### src/rtl/multdiv_pkg.sv
// Shared types and constants for the iterative signed multiply/divide unit.
package multdiv_pkg;

    localparam int unsigned WIDTH_DEFAULT = 32;
    localparam logic [31:0] MIN_NEG       = 32'h8000_0000;

    typedef enum logic [1:0] {
        StIdle,
        StMult,
        StDiv,
        StDone
    } state_e;

endpackage

### src/rtl/multdiv_counter.sv
// Iteration counter for multdiv: synchronous clear, saturates at WIDTH.
module multdiv_counter #(
    parameter int unsigned WIDTH = 32,
    parameter int unsigned CNT_W = $clog2(WIDTH) + 1
) (
    input  logic clk_i,
    input  logic rst_ni,
    input  logic clr_i,
    input  logic en_i,
    output logic last_o,
    output logic done_o
);

    logic [CNT_W-1:0] count_q, count_d;

    always_comb begin
        count_d = count_q;
        if (clr_i) begin
            count_d = '0;
        end else if (en_i && !done_o) begin
            count_d = count_q + 1'b1;
        end
    end

    always_ff @(posedge clk_i or negedge rst_ni) begin
        if (!rst_ni) begin
            count_q <= '0;
        end else begin
            count_q <= count_d;
        end
    end

    // last_o marks the edge that performs the final iteration.
    assign last_o = (count_q == CNT_W'(WIDTH - 1));
    assign done_o = (count_q == CNT_W'(WIDTH));

endmodule

### src/rtl/multdiv.sv
// Iterative signed multiply (radix-2 Booth) and divide (restoring) unit with a
// one-cycle ready pulse; both datapaths share a single 2*WIDTH+1-bit work register.
module multdiv
    import multdiv_pkg::*;
#(
    parameter int unsigned WIDTH = WIDTH_DEFAULT
) (
    input  logic             clock,
    input  logic             reset,
    input  logic [WIDTH-1:0] data_operandA,
    input  logic [WIDTH-1:0] data_operandB,
    input  logic             ctrl_MULT,
    input  logic             ctrl_DIV,
    output logic [WIDTH-1:0] data_result,
    output logic             data_exception,
    output logic             data_resultRDY
);

    localparam logic [WIDTH-1:0] MinNegW = {1'b1, {(WIDTH - 1){1'b0}}};

    state_e             state_q, state_d;
    logic [2*WIDTH:0]   work_q, work_d;
    logic [WIDTH-1:0]   mcand_q, mcand_d;
    logic               neg_q, neg_d;
    logic               ovf_q, ovf_d;
    logic [WIDTH-1:0]   result_q, result_d;
    logic               exc_q, exc_d;
    logic               rdy_q, rdy_d;

    logic cnt_clr, cnt_en, cnt_last, cnt_done;

    multdiv_counter #(
        .WIDTH (WIDTH)
    ) u_counter (
        .clk_i  (clock),
        .rst_ni (reset),
        .clr_i  (cnt_clr),
        .en_i   (cnt_en),
        .last_o (cnt_last),
        .done_o (cnt_done)
    );

    // Booth step: accumulator widened by one bit so a most-negative
    // multiplicand cannot overflow before the arithmetic shift.
    logic [WIDTH:0]   booth_acc, booth_mcand, booth_sum;
    logic [2*WIDTH:0] booth_next;
    logic [WIDTH:0]   booth_hi;
    logic             booth_ovf;

    always_comb begin
        booth_acc   = {work_q[2*WIDTH], work_q[2*WIDTH:WIDTH+1]};
        booth_mcand = {mcand_q[WIDTH-1], mcand_q};
        unique case (work_q[1:0])
            2'b01:   booth_sum = booth_acc + booth_mcand;
            2'b10:   booth_sum = booth_acc - booth_mcand;
            default: booth_sum = booth_acc;
        endcase
        booth_next = {booth_sum, work_q[WIDTH:1]};
        booth_hi   = booth_next[2*WIDTH:WIDTH];
        booth_ovf  = !((booth_hi == '0) || (booth_hi == '1));
    end

    // Restoring divide step: remainder in the upper WIDTH+1 bits, quotient below.
    logic [WIDTH:0]   div_shift, div_trial;
    logic [2*WIDTH:0] div_next;
    logic [WIDTH-1:0] div_quo;

    always_comb begin
        div_shift = {work_q[2*WIDTH-1:WIDTH], work_q[WIDTH-1]};
        div_trial = div_shift - {1'b0, mcand_q};
        if (div_trial[WIDTH]) begin
            div_next = {div_shift, work_q[WIDTH-2:0], 1'b0};
        end else begin
            div_next = {div_trial, work_q[WIDTH-2:0], 1'b1};
        end
        div_quo = div_next[WIDTH-1:0];
    end

    logic [WIDTH-1:0] a_mag, b_mag;

    assign a_mag = data_operandA[WIDTH-1] ? -data_operandA : data_operandA;
    assign b_mag = data_operandB[WIDTH-1] ? -data_operandB : data_operandB;

    assign cnt_en = ((state_q == StMult) || (state_q == StDiv)) && !cnt_done;

    always_comb begin
        state_d  = state_q;
        work_d   = work_q;
        mcand_d  = mcand_q;
        neg_d    = neg_q;
        ovf_d    = ovf_q;
        result_d = result_q;
        exc_d    = 1'b0;
        rdy_d    = 1'b0;
        cnt_clr  = 1'b0;

        if (ctrl_MULT) begin
            cnt_clr = 1'b1;
            state_d = StMult;
            work_d  = {{WIDTH{1'b0}}, data_operandB, 1'b0};
            mcand_d = data_operandA;
        end else if (ctrl_DIV) begin
            cnt_clr = 1'b1;
            neg_d   = data_operandA[WIDTH-1] ^ data_operandB[WIDTH-1];
            ovf_d   = (data_operandA == MinNegW) && (data_operandB == '1);
            work_d  = {{(WIDTH + 1){1'b0}}, a_mag};
            mcand_d = b_mag;
            // Zero divisor skips the iterations; DONE raises the pulse next edge.
            state_d = (data_operandB == '0) ? StDone : StDiv;
        end else begin
            unique case (state_q)
                StIdle: begin
                end
                StMult: begin
                    work_d = booth_next;
                    if (cnt_last) begin
                        state_d  = StDone;
                        result_d = booth_next[WIDTH:1];
                        exc_d    = booth_ovf;
                        rdy_d    = 1'b1;
                    end
                end
                StDiv: begin
                    work_d = div_next;
                    if (cnt_last) begin
                        state_d  = StDone;
                        result_d = neg_q ? -div_quo : div_quo;
                        exc_d    = ovf_q;
                        rdy_d    = 1'b1;
                    end
                end
                StDone: begin
                    if (rdy_q) begin
                        state_d = StIdle;
                    end else begin
                        // Arrived straight from a zero-divisor start.
                        result_d = '0;
                        exc_d    = 1'b1;
                        rdy_d    = 1'b1;
                    end
                end
                default: state_d = StIdle;
            endcase
        end
    end

    always_ff @(posedge clock or negedge reset) begin
        if (!reset) begin
            state_q  <= StIdle;
            work_q   <= '0;
            mcand_q  <= '0;
            neg_q    <= 1'b0;
            ovf_q    <= 1'b0;
            result_q <= '0;
            exc_q    <= 1'b0;
            rdy_q    <= 1'b0;
        end else begin
            state_q  <= state_d;
            work_q   <= work_d;
            mcand_q  <= mcand_d;
            neg_q    <= neg_d;
            ovf_q    <= ovf_d;
            result_q <= result_d;
            exc_q    <= exc_d;
            rdy_q    <= rdy_d;
        end
    end

    assign data_result    = result_q;
    assign data_exception = exc_q;
    assign data_resultRDY = rdy_q;

endmodule

### config.mk
export PLATFORM = sky130hd
export DESIGN_NAME = multdiv
export DESIGN_NICKNAME = d
export VERILOG_FILES = /design/src/rtl/multdiv_pkg.sv /design/src/rtl/multdiv_counter.sv /design/src/rtl/multdiv.sv
export SDC_FILE = /design/constraint.sdc
export NUM_CORES = 1
export LEC_CHECK = 0
export ABC_AREA = 1
export CAP_MARGIN = 15
export CORE_MARGIN = 2
export CORE_UTILIZATION = 35
export CTS_CLUSTER_DIAMETER = 80
export DETAILED_ROUTE_END_ITERATION = 10
export SYNTH_ARGS = -nofsm -noshare
export SYNTH_HDL_FRONTEND = slang
export SYNTH_SLANG_ARGS = --single-unit
### constraint.sdc
create_clock -name clock -period 5.3 [get_ports clock]
set_input_delay 1.325 -clock clock [delete_from_list [all_inputs] [get_ports clock]]
set_output_delay 1.325 -clock clock [all_outputs]
set_load 0.1 [all_outputs]
# [Word-level counts from Yosys, hierarchy flattened]
# Cells that the tools add are included.
[word_totals] ff_bits=141 input_bits=68 word_cells=86
[op_classes] n_addsub=7 eq_ne=15 mux=34 n_bitwise=3 reduce_logical=18
[op_table] op="$mux W32" count=8
[op_table] op="$mux W65" count=3
[op_table] op="$pmux W65 S2" count=1
[op_table] op="$neg A32 Y32" count=3
[op_table] op="$pmux W32 S3" count=1
[op_table] op="$pmux W33 S2" count=1
[op_table] op="$eq A32 B32 Y1 const B" count=2
[op_table] op="$add A32 B32 Y33" count=1
[op_table] op="$eq A33 B33 Y1 const B" count=1
[op_table] op="$logic_not A33 Y1" count=1
[op_table] op="$sub A32 B32 Y33" count=1
[op_table] op="$sub A33 B32 Y33" count=1
[op_table] op="$logic_not A32 Y1" count=1
[op_table] op="$mux W6" count=2
[op_table] op="$mux W1" count=11
[op_table] op="$mux W2" count=4
[op_table] op="$reduce_bool A4 Y1" count=2
[op_table] op="$add A6 B1 Y6 const B" count=1
[op_table] op="$eq A2 B2 Y1 const B" count=3
[op_table] op="$eq A6 B5 Y1 const B" count=1
[op_table] op="$eq A6 B6 Y1 const B" count=1
[op_table] op="$ne A2 B2 Y1 const B" count=3
[op_table] op="$reduce_and A6 Y1" count=1
[op_table] op="$eq A2 B1 Y1 const B" count=2
[op_table] op="15 further kinds" count=21

# [Longest topological paths before layout]
# Gate-level depths: netlist of the first run.
[logic_depth] word_depth=9 ltp_mapped=34 mapped_depth_nobuf=34

# [Modules after synthesis]
# Synthesis of the first run repeated with hierarchy kept, for this count alone.
[hier_totals] hier_cells=2508 hier_area_um2=15573.7
[by_module_without_submodules] module="multdiv" n_inst=1 cells_each=2453 area_each_um2=15180.8
[by_module_without_submodules] module="multdiv_counter" n_inst=1 cells_each=55 area_each_um2=392.9

# [Least setup slack after synthesis of the first run]
# Ideal clock, no wire load.
[synth_timing] path_type="reg2reg" from="register work_q[31]" to="register result_q[26] (netlist: data_result[26])" setup_ps=131 t_arrival_ps=4433 t_required_ps=5169 path_slack_ps=736 stages_incl_launch_ff=34 synth_period_minus_slack_ps=4564 cell_sequence="dfrtp_1 inv_1 ha_1 inv_1 fa_1 nand2_1 o21ai_1 a21oi_1 o21ai_1 nand3_1 nand3_1 nand2_1 o211ai_1 nand4_1 nand3_1 ha_1 inv_1 clkbuf_1 clkbuf_1 ha_1 nand2_1 nor2_1 nand2_1 nor3_2 nand2_1 nor2_2 nand4_1 nand2_1 o21ai_1 inv_1 o21ai_0 xor2_1 a22oi_1 o21ai_1"
[synth_between] elab_chain_len=6
[synth_lines] element="from (decl)" line_no="multdiv.sv:22" source="logic [2*WIDTH:0] work_q, work_d;"
[synth_lines] element="from (signal assigned)" line_no="multdiv.sv:159" source="work_q <= work_d;"
[synth_lines] element="$sub A33 B32 Y33" line_no="multdiv.sv:70" source="div_trial = div_shift - {1'b0, mcand_q};"
[synth_lines] element="$mux W65" line_no="multdiv.sv:71" source="if (div_trial[WIDTH]) begin"
[synth_lines] element="$neg A32 Y32" line_no="multdiv.sv:127" source="result_d = neg_q ? -div_quo : div_quo;"
[synth_lines] element="$mux W32" line_no="multdiv.sv:127"
[synth_lines] element="$mux W32" line_no="multdiv.sv:125" source="if (cnt_last) begin"
[synth_lines] element="$pmux W32 S3" line_no="multdiv.sv:111" source="unique case (state_q)"
[synth_lines] element="to (signal assigned)" line_no="multdiv.sv:163" source="result_q <= result_d;"
[synth_lines] element="to (decl)" line_no="multdiv.sv:26" source="logic [WIDTH-1:0] result_q, result_d;"
# No other way between the ends. The select of a mux whose other input is x is not followed.
# A chain may end at the register's enable or synchronous reset.

# [Worst setup path after layout of the first run]
[layout_timing] from="register mcand_q[1]" to="register exc_q (netlist: data_exception)"
[layout_between] elab_chain_len=9 word_cells_on_any_way=11 cone_classes="add/sub: 2; eq/ne: 1; mux: 5; reduce/logical: 3"
[layout_lines] element="from (decl)" line_no="multdiv.sv:23" source="logic [WIDTH-1:0] mcand_q, mcand_d;"
[layout_lines] element="from (signal assigned)" line_no="multdiv.sv:160" source="mcand_q <= mcand_d;"
[layout_lines] element="$sub A32 B32 Y33 or $add A32 B32 Y33 (tied branches)" line_no="multdiv.sv:55, multdiv.sv:54"
[layout_lines] element="$pmux W33 S2 *" line_no="multdiv.sv:53" source="unique case (work_q[1:0])"
[layout_lines] element="$eq A33 B33 Y1 or $logic_not A33 Y1 (tied branches)" line_no="multdiv.sv:60" source="booth_ovf = !((booth_hi == '0) || (booth_hi == '1));"
[layout_lines] element="$logic_or A1 B1 Y1 *" line_no="multdiv.sv:60"
[layout_lines] element="$logic_not A1 Y1 *" line_no="multdiv.sv:60"
[layout_lines] element="$mux W1 *" line_no="multdiv.sv:116" source="if (cnt_last) begin"
[layout_lines] element="$pmux W1 S3 *" line_no="multdiv.sv:111"
[layout_lines] element="$mux W1 *" line_no="multdiv.sv:102" source="end else if (ctrl_DIV) begin"
[layout_lines] element="$mux W1 *" line_no="multdiv.sv:97" source="if (ctrl_MULT) begin"
[layout_lines] element="net exc_d" line_no="multdiv.sv:27" source="logic exc_q, exc_d;"
[layout_lines] element="to (signal assigned)" line_no="multdiv.sv:155" source="exc_q <= 1'b0;"
[layout_lines] element="to (signal assigned)" line_no="multdiv.sv:164" source="exc_q <= exc_d;"
[layout_lines] element="to (decl)" line_no="multdiv.sv:27"
# The timed path passes the listed nets; every way through them passes the cells marked *.

==> run metrics, run 1 <==
synth top area cells=dfrtp_1 23%, nand2_1 15%, inv_1 8.7%; worst r2r src=mcand_q[1]; CTS Root Cell=clkbuf_16; most instantiated cells after synthesis=600 x nand2_1, 358 x inv_1, 254 x nor2_1, 236 x a21oi_1, 175 x o21ai_0; Place WS=between 0.3 and 0.4 ns; achievable frequency=approximately 210 MHz; placed cells=around 3100; Worst path top cell family by delay=simple AND/OR/NAND/NOR gates; Routed WL=between 50000 and 60000 µm; CTS tree=yes; total power=7.23 mW; run status=finished clean; Ys Warns=0; Port Buffers=approximately 100; antenna violations before repair=1; Final ANT Viol Nets=0; die extent in x=about 210 µm; Worst Max-Slew Pin Slew=~1.0 ns; Non-Filler Instances=3164; share of the yosys chip area belonging to registers=0.229; power per cell area=approximately 400 nW/µm²; Final Critical Period=between 4 and 5 ns; core box area=approximately 43000 µm²; GR Overflow Total=0; fin area=between 15000 and 20000 µm²; FF-to-FF End=data_exception; CP startpoint=mcand_q[1]; Crit path arrival time=~5.2 ns; RSZ-0062 raised after global routing=true; Cell Rows=76; post-DP HPWL=45600 µm; share of post-route cells with drive strength above 1=0.0469; worst-path cell with the longest stage delay=dfrtp_1; number of global-route vias before repair=16700; Hold Path Class=reg2reg; Syn Area/Cell=roughly 6.1 µm²; DRC=0; CP Data Required Time=approximately 5.6 ns; Async SR Flop Fraction=1.00; first-pass GRT wire length=between 90000 and 100000 µm; post-synth top area cell=dfrtp_1; initial core utilization=0.356; die area=between 40000 and 50000 µm²; initial DRC count=around 1500; Clock Latency Late Sink=0.44 ns; Pre-Repair DR Iteration Count=6; Worst path depth=30; top-area cell type share of the netlist area=0.229; Synth Instances=2510; Peak supply drop=between 0.0004 and 0.0005 V; number of enable flip-flop cells after synthesis=0; CP max FO=5; Top FF cell, synth=dfrtp_1; Tot GR Track Use=0.256; Pleak=8.36 nW; hold wc startpoint=data_result[1]; Num Clock Sinks=141; clock skew=~0.013 ns; Post-DP Area=about 17000 µm²; CP endpoint kind=register; Top Ports=~100; Slew Viols, Final=0; die height=approximately 210 µm; Mapped Area=between 15000 and 20000 µm²; maximum clock insertion buffer count=2; TritonCTS Buffers=17; crit path kind=reg2reg; vias per cell=about 5.3; setup_tns=0 ns; R2R depth=30; reg-to-reg slack, setup=around 0.44 ns; worst path bufs/invs=3; Util after Layout=0.408; cell mode on critical path=nand2_1; Hold Fails Final Rpt=0; top-count cell post-synth=nand2_1; largest net degree at the start of global routing=93; CP Launch Type=register; crit path to=data_exception; Fillers=around 4700; Final GP Congestion=~0.93; max incr delay on CP=about 0.38 ns; final setup violation count=0; area grow syn2layout=14.5%; hold buffers post-CTS=0; ant diodes=0; FF+latch count, synth=141; DR WL/cell=approximately 18 µm; max-cap viol count=0; hold_ws=a little under 0.5 ns; Vias=roughly 17000; clock-pin slew on the worst setup and hold paths=about 0.060 ns; Max-Slew Margin vs Limit=0.303; fin worst setup slack=roughly 0.44 ns; Net Count, Synth=roughly 2700; Yosys cell types=54; nets=~2700; Tcrit/Tclk final=0.917; CTS H-Tree Depth=4
[logic make-up after synthesis]
group                    Yosys count  share of synthesized area
buffers and inverters            463                      0.114
AO/OA/AOI/OAI                    593                      0.220
AND/OR/NAND/NOR                 1144                      0.320
adder cells (fa/ha/maj)           80                     0.0661
flip-flops                       141                      0.229
XOR/XNOR                          89                     0.0507
[tightest hold or removal path, stage by stage, from the launching register on]
cell and delay [ns]:
dfrtp_1 0.34, nand2_1 0.05, nand2_1 0.06
[registers in the layout, indices dropped and copies added (netlist names)]
| signal | flops |
|---|---|
| neg_q | 1 |
| mcand_q | 32 |
| ovf_q | 1 |
| data_exception | 1 |
| u_counter.count_q | 6 |
| state_q | 2 |
| work_q | 65 |
| data_result | 32 |
| data_resultRDY | 1 |
[final cells by class]
type	count	area (µm²)	area share
timing repair buffer	131	1260	0.0717
clock inverter	9	86.3	0.00490
clock buffer	22	474	0.0269
inverter	370	1390	0.0789
tap	585	732	0.0416
sequential	141	3530	0.200
multi-input combinational	1906	10100	0.576
[power by group]
part | internal (mW) | switching [mW] | leakage, nW
clock network | 0.682 | 0.511 | 0.273
registers | 1.32 | 0.266 | 1.75
logic | 1.25 | 3.19 | 6.34
[what timing repair did]
action,4_1_cts,5_1_grt
buffers inserted,0,1
gates resized for setup,0,5
setup endpoints to repair,0,3
[worst min-delay path by stage]
| stage | end | slack, ns | cells past startpoint |
|---|---|---|---|
| 6_report | data_result[1] | 0.48 | 2 |
| 5_1_grt | data_result[1] | 0.51 | 2 |
| 4_1_cts | data_result[0] | 0.48 | 2 |
| 3_5_place_dp | data_result[0] | 0.47 | 2 |
| 3_3_place_gp | data_result[1] | 0.47 | 2 |
| 2_1_floorplan | state_q[0] | 0.50 | 2 |
[cell usage in the layout, fill, tap and decap left out, types with 29 or more instances in the layout]
cell               n
o211ai_1          57
o221ai_1          32
dfrtp_1          141
o21ai_1           29
ha_1              76
nand3_1          139
clkdlybuf4s50_1  100
a21oi_1          234
nand4_1           39
nor3_1            43
nor2_1           252
xor2_1            77
o21ai_0          175
nand2_1          600
inv_1            358
[per-layer routing]
metal  wire length, µm  vias up  global-route usage
met1             25800     7771               0.336
met5                13        -                   0
met2             26600      559               0.436
met3              3120       95              0.0293
met4              1700        2              0.0879
li1                  -     8437                   -
(Power assumes the default switching activity.)
==> run 2: changes to the inputs <==
--- a/config.mk
+++ b/config.mk
@@ -13,4 +13,5 @@
 export DETAILED_ROUTE_END_ITERATION = 10
 export SYNTH_ARGS = -nofsm -noshare
 export SYNTH_HDL_FRONTEND = slang
+export SYNTH_HIERARCHICAL = 1
 export SYNTH_SLANG_ARGS = --single-unit
==> run 2 against run 1 <==
Via count is essentially flat. Sequential power shrank 4%. Critical endpoint unchanged. Sequential share of layout area shrank 0.31 points. First-iteration DRC count shrank 4.2%. Critical path depth shrank 1. Non-clock buffer count shrank 5. Largest power group unchanged. Worst setup slack gained 0.16 ns. Fmax grew 3.5%. Register-to-register slack gained 0.16 ns. Critical path type unchanged. Final area grew 1.5%. Core utilization shrank 0.17 points. Wire length grew 1.6%. Highest routed layer is now met4.
==> run metrics, run 2 <==
run status=finished clean; Reg power frac=0.221; setup_tns=0 ns; Clock Latency Late Sink=roughly 0.46 ns; clock network power share=0.213; Hold Fails Final Rpt=0; top routing layer used=met4; Synth Instances=approximately 2500; initial core utilization=0.354; CP max FO=6; met3 WL=around 3300 µm; Top FF cell, synth=dfrtp_1; Peak supply drop=~0.00046 V; core box area=roughly 44000 µm²; leading cell type in the layout, fill and taps excluded=nand2_1; most instantiated cells after synthesis=596 x nand2_1, 342 x inv_1, 240 x nor2_1, 215 x a21oi_1, 179 x o21ai_0; Final ANT Viol Nets=0; Syn Area/Cell=just over 6 µm²; Synth Area in XOR/XNOR=0.0512; FF+latch count, synth=~140; share of the yosys chip area belonging to registers=0.227; CP endpoint kind=register; crit path kind=reg2reg; die area=46200 µm²; max-cap viol count=0; Top Ports=approximately 100; post-synthesis compound-gate area fraction=0.220; clock-pin slew on the worst setup and hold paths=around 0.070 ns; CTS Root Cell=clkbuf_16; proportion of synthesized area in mux cells=0; Slew Viols, Final=0; Tot GR Track Use=0.253; post-DP HPWL=approximately 46000 µm; Cell Rows=77; Pre-Repair DR Iteration Count=6; initial DRC count=~1400; synth top area cells=dfrtp_1 23%, nand2_1 14%, inv_1 8.2%; WL met1=roughly 26000 µm; final setup violation count=0; RSZ-0062 raised after global routing=false; Mapped Area=~16000 µm²; TritonCTS Buffers=17; share of post-route cells with drive strength above 1=0.0637; Combinational Power Share=0.566; Tcrit/Tclk final=0.886; Fillers=between 4000 and 5000; Async SR Flop Fraction=1.00; vias per cell=about 5.3; CP Launch Type=register; Met2 Routed Length=about 27000 µm; largest family of logic cells by synthesized area=simple AND/OR/NAND/NOR gates; GR Overflow Total=0; top-area cell type share of the netlist area=0.227; ant diodes=0; Vias=about 17000; achievable frequency=between 200 and 250 MHz; post-synth top area cell=dfrtp_1; Routed WL=roughly 58000 µm; NetSw=about 3.6 mW; largest net degree at the start of global routing=77; CP Data Required Time=around 5.6 ns; nets=between 2000 and 3000; DRC=0; number of global-route vias before repair=16700; Yosys cell types=57; top-count cell post-synth=nand2_1; maximum clock insertion buffer count=2; Post-Synth Adder-Cell Area=0.0652; Hold Path Class=reg2reg; cell mode on critical path=nand2_1; power per cell area=387 nW/µm²; Ys Warns=6; antenna violations before repair=0; area grow syn2layout=14.8%; clock skew=0.0101 ns; Crit path arrival time=~5 ns; Post-Synth Simple-Gate Area=0.327; Port Buffers=between 100 and 150; Num Clock Sinks=141; Net Count, Synth=approximately 2700; max incr delay on CP=roughly 0.38 ns; Biggest register=work_q; Max-Slew Margin vs Limit=0.323; total power=just under 7 mW; Sw Share=0.516; Final GP Congestion=0.911; CTS tree=yes; DR WL/cell=18.4 µm; Post-DP Area=about 17000 µm²; die extent in x=215 µm; setup bufs post-CTS=0; commonest non-fill, non-tap cells in the layout=596 x nand2_1, 341 x inv_1, 237 x nor2_1; first-pass GRT wire length=a little over 90000 µm; worst-path cell with the longest stage delay=dfrtp_1; Resize count post-CTS=0; Final Critical Period=approximately 4.7 ns; number of enable flip-flop cells after synthesis=0; Pleak=approximately 8.6 nW; die height=~210 µm; max reg flops=65; hold buffers post-CTS=0; Int Pwr=3.34 mW; fin area=around 18000 µm²; Worst Max-Slew Pin Slew=between 1 and 1.5 ns; CTS H-Tree Depth=4
==> run 2: cell count changes after synthesis, sizes merged, moves of 7 or more <==
cell / previous run / this run
a21oi: 238 / 219
buf: 18 / 25
clkbuf: 75 / 66
inv: 367 / 351
nand2: 600 / 617
nand3: 144 / 164
nor3: 55 / 43
xnor2: 12 / 19
==> run 2: worst max-delay path: cells and delay by family, from the launching register on <==
kind,cells,cell delay (ns)
XOR/XNOR,1,0.09
adder cells (fa/ha/maj),2,0.58
buffers and inverters,1,0.19
AND/OR/NAND/NOR,23,3.12
AO/OA/AOI/OAI,2,0.22
flip-flops,1,0.38
==> run 2: layout make-up <==
class,instances,area (µm²),area share
multi-input combinational,1921,10400,0.580
sequential,141,3530,0.197
inverter,355,1330,0.0746
timing repair buffer,126,1200,0.0671
tap,592,741,0.0414
clock buffer,23,508,0.0284
clock inverter,9,203,0.0113
==> run 2: metal layers <==
metal | global-route usage | vias up
met5 | 0 | -
met4 | 0.113 | 0
met3 | 0.0289 | 99
met2 | 0.421 | 596
met1 | 0.329 | 7727
li1 | - | 8454
==> run 2: power groups by stage <==
stage / Combinational (mW) / Clock [mW] / Sequential (mW)
after global placement: 3.86 / 0 / 1.54
after CTS: 3.90 / 1.49 / 1.52
after detailed placement: 3.87 / 0 / 1.54
final: 3.91 / 1.47 / 1.53
after floorplan: 2.02 / 0 / 2.26
after global routing: 4.30 / 1.53 / 1.56
==> run 2: metrics by stage <==
step / util / hold slack, ns / instances / setup WS, ns
after floorplan: - / 0.479 / 2508 / 1.18
after global placement: 0.390 / 0.456 / 3135 / 0.727
after detailed placement: 0.390 / 0.459 / 3135 / 0.639
after CTS: 0.406 / 0.473 / 3167 / 0.617
after global routing: 0.406 / 0.517 / 3167 / 0.174
final: 0.406 / 0.466 / 3167 / 0.605
==> run 2: cell families (layout without fill, tap and decap cells) <==
group / Yosys count / in the layout
DFF: 141 / 141
buffers and inverters: 446 / 513
and+or+nand+nor: 1165 / 1165
xor gates and xnor gates: 91 / 91
adders and majority gates: 80 / 80
AOI/OAI and AO/OA: 585 / 585
==> run 2: path summary, 6_finish.rpt <==
kind	startpoint	end	slack [ns]	cells past startpoint
max in group asynchronous	reset	mcand_q[8]	3.39	2
max reg2reg	mcand_q[1]	data_exception	0.61	29
max	mcand_q[1]	data_exception	0.61	29
min reg2reg	data_result[0]	data_result[0]	0.47	2
min in group asynchronous	reset	u_counter/count_q[2]	0.93	1
min	data_result[0]	data_result[0]	0.47	2
